`config.mk`:
```
export PLATFORM = sky130hd
export DESIGN_NAME = disp_share_arbiter
export DESIGN_NICKNAME = d
export VERILOG_FILES = /design/src/rtl/disp_pkg.sv /design/src/rtl/rr_picker.sv /design/src/rtl/disp_share_arbiter.sv
export SDC_FILE = /design/constraint.sdc
export NUM_CORES = 1
export LEC_CHECK = 0
export ABC_AREA = 1
export BUFFER_PORTS_ARGS = -buffer_cell sky130_fd_sc_hd__buf_4
export CAP_MARGIN = 20
export CORE_UTILIZATION = 47
export DETAILED_ROUTE_END_ITERATION = 10
export PLACE_DENSITY = 0.77
export SETUP_SLACK_MARGIN = 0.15
export SKIP_CTS_REPAIR_TIMING = 1
export SLEW_MARGIN = 20
export SYNTH_ARGS = -nofsm -noshare
export SYNTH_HDL_FRONTEND = slang
export SYNTH_SLANG_ARGS = --single-unit
```
`constraint.sdc`:
```
create_clock -name clk -period 2.15 [get_ports clk]
set_clock_uncertainty 0.2 [all_clocks]
set_input_delay 0.215 -clock clk [delete_from_list [all_inputs] [get_ports clk]]
set_output_delay 0.215 -clock clk [all_outputs]
set_load 0.02 [all_outputs]
```
`src/rtl/disp_pkg.sv`:
```
// Shared types and helpers for the display-sharing arbiter.
package disp_pkg;

    localparam int DISP_W = 32;
    localparam int DIGITS = 8;

    typedef enum logic {IDLE = 1'b0, HOLD = 1'b1} state_t;

    // Round-robin pointer advance with wrap back to 0 after n-1.
    function automatic int rr_next(input int ptr, input int n);
        return (ptr >= n - 1) ? 0 : ptr + 1;
    endfunction

endpackage

```
`src/rtl/rr_picker.sv`:
```
// Combinational round-robin picker: first valid at or above the pointer, with wrap.
module rr_picker #(
    parameter int N_REQ = 3,
    parameter int OWN_W = 2
) (
    input  logic [N_REQ-1:0] i_valid,
    input  logic [OWN_W-1:0] i_ptr,
    output logic [OWN_W-1:0] o_winner,
    output logic             o_any
);

    always_comb begin
        int   idx;
        logic found;
        o_winner = '0;
        o_any    = |i_valid;
        found    = 1'b0;
        for (int k = 0; k < N_REQ; k++) begin
            idx = int'(i_ptr) + k;
            if (idx >= N_REQ) idx = idx - N_REQ;
            if (!found && i_valid[idx]) begin
                found    = 1'b1;
                o_winner = OWN_W'(idx);
            end
        end
    end

endmodule

```
`src/rtl/disp_share_arbiter.sv`:
```
// Time-shares one 8-digit hex display among N_REQ requesters, round-robin,
// holding each granted value for at least HOLD_CYC clocks.
module disp_share_arbiter
    import disp_pkg::*;
#(
    parameter int N_REQ    = 3,
    parameter int HOLD_CYC = 50_000_000,
    parameter int CNT_W    = 26,
    localparam int OWN_W   = $clog2(N_REQ)
) (
    input  logic                    clk,
    input  logic                    rst_n,
    input  logic                    clear,
    input  logic [N_REQ-1:0]        req_valid,
    input  logic [DISP_W*N_REQ-1:0] req_data,
    output logic [N_REQ-1:0]        req_ready,
    output logic [DISP_W-1:0]       disp_value,
    output logic                    disp_start,
    output logic [OWN_W-1:0]        disp_owner,
    output logic                    busy
);

    state_t             r_state;
    state_t             w_state_nxt;
    logic               w_grant;
    logic               w_any;
    logic [OWN_W-1:0]   w_winner;
    logic [DISP_W-1:0]  w_sel_data;
    logic [OWN_W-1:0]   r_ptr;
    logic [CNT_W-1:0]   r_cnt;
    logic [N_REQ-1:0]   r_ready;
    logic [DISP_W-1:0]  r_value;
    logic               r_start;
    logic [OWN_W-1:0]   r_owner;

    rr_picker #(.N_REQ(N_REQ), .OWN_W(OWN_W)) u_pick (
        .i_valid  (req_valid),
        .i_ptr    (r_ptr),
        .o_winner (w_winner),
        .o_any    (w_any)
    );

    assign w_sel_data = req_data[w_winner*DISP_W +: DISP_W];

    always_ff @(posedge clk or negedge rst_n) begin
        if (!rst_n) r_state <= IDLE;
        else        r_state <= w_state_nxt;
    end

    // clear outranks any grant, so a pending request waits until clear drops
    always_comb begin
        w_state_nxt = r_state;
        w_grant     = 1'b0;
        case (r_state)
            IDLE: begin
                if (w_any) begin
                    w_grant     = 1'b1;
                    w_state_nxt = HOLD;
                end
            end
            HOLD: begin
                if (r_cnt == '0) begin
                    if (w_any) w_grant     = 1'b1;
                    else       w_state_nxt = IDLE;
                end
            end
            default: w_state_nxt = IDLE;
        endcase
        if (clear) begin
            w_grant     = 1'b0;
            w_state_nxt = IDLE;
        end
    end

    always_ff @(posedge clk or negedge rst_n) begin
        if (!rst_n) begin
            r_ready <= '0;
            r_value <= '0;
            r_start <= 1'b0;
            r_owner <= '0;
            r_cnt   <= '0;
            r_ptr   <= '0;
        end else begin
            r_ready <= '0;
            if (clear) begin
                r_value <= '0;
                r_start <= 1'b0;
                r_cnt   <= '0;
            end else if (w_grant) begin
                r_value <= w_sel_data;
                r_owner <= w_winner;
                r_ready <= N_REQ'(1) << w_winner;
                r_start <= 1'b1;
                r_cnt   <= CNT_W'(HOLD_CYC - 1);
                r_ptr   <= OWN_W'(rr_next(int'(w_winner), N_REQ));
            end else if (r_state == HOLD && r_cnt != '0) begin
                r_cnt <= r_cnt - 1'b1;
            end
        end
    end

    assign req_ready  = r_ready;
    assign disp_value = r_value;
    assign disp_start = r_start;
    assign disp_owner = r_owner;
    assign busy       = (r_state == HOLD);

endmodule
```
==> flow_summary.toml <==
[power_and_ir_drop]
p_leak_uw = 0.00389
power_density_nw_per_um2 = 1130
finalPower_uw = 8020
ir_worst_vdd_uv = 814

[place]
dp_hpwl_um = 10100
io_buffers = 140
gp_congestion = 0.984
dp_cells = 921

[worst_setup_path]
rr_startpoint = "r_ptr[1]"
start_kind = "flop"
path_max_fanout = 10
reg2regPathDepth = 14
crit_top_cell = "nand2_2"
cp-end-kind = "flop"
arrival_ns = 2.30
critical-path-slowest-cell = "dfrtp_2"
r2r-end = "disp_value[25]"
cp_data_required_time_ns = 2.25
cp_num_buf_inv = 4
slowest_delay_ns = 0.44
crit_family = "simple AND/OR/NAND/NOR gates"
worstPathCellList = "ha_4 > inv_4 > nand2_2 > nand3_2 > nand2_2 > nand2_4 > nor2_4 > inv_2 > nand2_4 > inv_4 > nor2_8 > buf_12 > nand2_2 > nand3_2"
rrSetupSlack_ns = -0.05
worstSetupPathType = "flop to flop"

[final_layout]
fillers = 652
area_delta_synth_final_pct = 56.4
utilization_pct = 76.3
fin_cells = 985
mostFrequentLayoutCell = "nand2_1"
antenna_cells = 0
final_cell_mix = "nand2_1 (174), buf_4 (166), nand3_1 (90), dfrtp_1 (61), nor2_1 (50)"
drive_above_1_share_pct = 43.6
final_nets = 957

[die]
io_pins = 141
initial_core_util_pct = 48.8
dieArea_um2 = 10100
die_h_um = 100
design.core.area_um2 = 9330
die_w_um = 100
rows = 35

[logic_synthesis]
syn-num-nets = 755
synth_compound_area_share_pct = 4.04
synthMuxAreaShare_pct = 0
ys_ff_latch = 67
ys_warn_count = 0
seq_area_frac_synth_pct = 36.8
synth-xor-area-share_pct = 0.577
synthesis.area_um2 = 4550
synthSimpleGateAreaFrac_pct = 49.2
avgSynthCellArea_um2 = 7.00
synth_cells = 650
synth_top_family_by_area = "simple AND/OR/NAND/NOR gates"
ys_types = 30
synth_adder_area_share_pct = 0.825

[clock_network]
cts_tree = "yes"
cts_buffer_depth = 2
cts_num_sinks = 67
clkLatencyLatePin_ns = 0.36
numCtsBuffers = 9
htreeDepth = 3
clkSlewWorstSetupHoldPaths_ns = 0.08
cts_root_buf = "clkbuf_8"

[run_status]
violations = "negative hold slack, negative setup slack"
outcome = "complete, but fails checks"

[detailed_routing]
highest_layer = "met4"
routed_wl_um = 15900
final_antenna_net_count = 0
routed-wl-met3_um = 1140
m1WireLength_um = 6000
vias = 5314
dr.pass1.iters = 6
routed_via_density = 5.39
route.detailed.drc = 0
avgRoutedWirePerCell_um = 16.2
met2WireLength_um = 8110
drtIter0Drc = 296

[min_path]
hp-class = "input pin to flop"
whs_path_depth = 5
worst_hold_path.endpoint = "disp_value[31]"
hp-start = "req_data[63]"

[timing]
slew_viol_final = 0
layout_setup_ws_ns = -0.0503
min_period_ns = 2.20
fmax_mhz = 454
hold-worst-slack_ns = -0.0202
fin_crit_sh_pct = 102
fin_setup_tns_ns = -0.947
hold_viol_final = 7
rsz0062_at_grt = "yes"
setup_violations = 32
worst_slew_pin_slew_ns = 0.469
relSlewSlack_pct = 68.8

[global_route]
grt.overflow.total = 0
grt_pass1_vias = 4625
antenna_found_initial = 0
grt_pass1_wl_um = 21600
grtUsageTotal_pct = 27.6
grt_max_degree = 35

[job]
cap_violations = 0
registers in the layout, indices dropped and copies added, names as in the netlist:
register	count
busy	1
r_ptr	2
req_ready	3
disp_value	32
disp_owner	2
r_cnt	26
disp_start	1
metal layers:
layer / vias up / track usage [%]
met5: - / 0
met4: 0 / 14.0
met3: 69 / 5.64
met2: 279 / 46.9
met1: 2476 / 33.0
li1: 2490 / -
worst reg2reg max path: stages (launching register included):
cell and delay (ns):
dfrtp_2 0.44, ha_4 0.32, inv_4 0.05, nand2_2 0.06
nand3_2 0.08, nand2_2 0.11, nand2_4 0.07, nor2_4 0.14
inv_2 0.06, nand2_4 0.09, inv_4 0.05, nor2_8 0.17
buf_12 0.17, nand2_2 0.06, nand3_2 0.06
cells by family after synthesis:
logic type | count (synthesis)
xor gates and xnor gates | 3
buffers and inverters | 83
AOI/OAI and AO/OA | 36
and+or+nand+nor | 458
DFF | 67
adders and majority gates | 3
through the flow:
stage / cell area (um^2) / setup WS, ns
2_1_floorplan: 4600 / 0.153
3_3_place_gp: 5970 / 0.0631
3_5_place_dp: 5970 / -0.0598
4_1_cts: 6190 / -0.0867
5_1_grt: 7120 / -0.147
6_report: 7120 / -0.0503
how the worst max path moves through the flow:
stage | start | endpoint | slack (ns) | cells after the start
3_5_place_dp | r_ptr[0] | disp_value[16] | -0.06 | 14
5_1_grt | r_ptr[1] | disp_value[17] | -0.15 | 15
2_1_floorplan | r_ptr[0] | disp_value[15] | 0.15 | 12
4_1_cts | r_ptr[0] | disp_value[25] | -0.09 | 14
6_report | r_ptr[1] | disp_value[25] | -0.05 | 14
3_3_place_gp | r_ptr[0] | disp_value[9] | 0.06 | 14
report_power, final:
group,total [uW],switching (uW),internal (uW)
sequential,1890,268,1620
clock,1180,505,674
combinational,4950,2970,1980
cells in the mapped netlist:
cell,instances,area [um^2]
buf_2,13,65.1
nand4_1,5,31.3
clkinv_1,1,3.75
a21oi_2,1,8.76
nor3_2,1,10.0
nor3_1,9,45.0
inv_1,46,173
inv_2,9,33.8
nor2_8,1,20.0
nand2_4,2,22.5
buf_1,6,22.5
nand3_1,98,490
nand2_2,32,200
nor3b_1,3,22.5
buf_4,3,22.5
nand2_1,207,777
buf_12,3,60.1
nor2_4,3,33.8
o21ai_1,3,15.0
clkbuf_1,2,7.51
xor2_1,3,26.3
nand3b_1,2,15.0
nand3_2,30,300
o21ai_0,26,130
nand3_4,1,17.5
a21oi_1,6,30.0
ha_1,3,37.5
dfrtp_1,67,1680
nor2_1,59,221
nor2_2,5,31.3
cell type report:
cell class / count / area (um^2) / area share (%)
inverters: 56 / 226 / 3.18
flip-flops and latches: 67 / 1680 / 23.7
multi-input cells: 500 / 2840 / 39.9
clock buffers: 10 / 138 / 1.93
well taps: 129 / 161 / 2.27
clock inverters: 5 / 77.6 / 1.09
repair buffers: 218 / 1990 / 28.0
No activity file was read; power rests on OpenSTA's default activity.
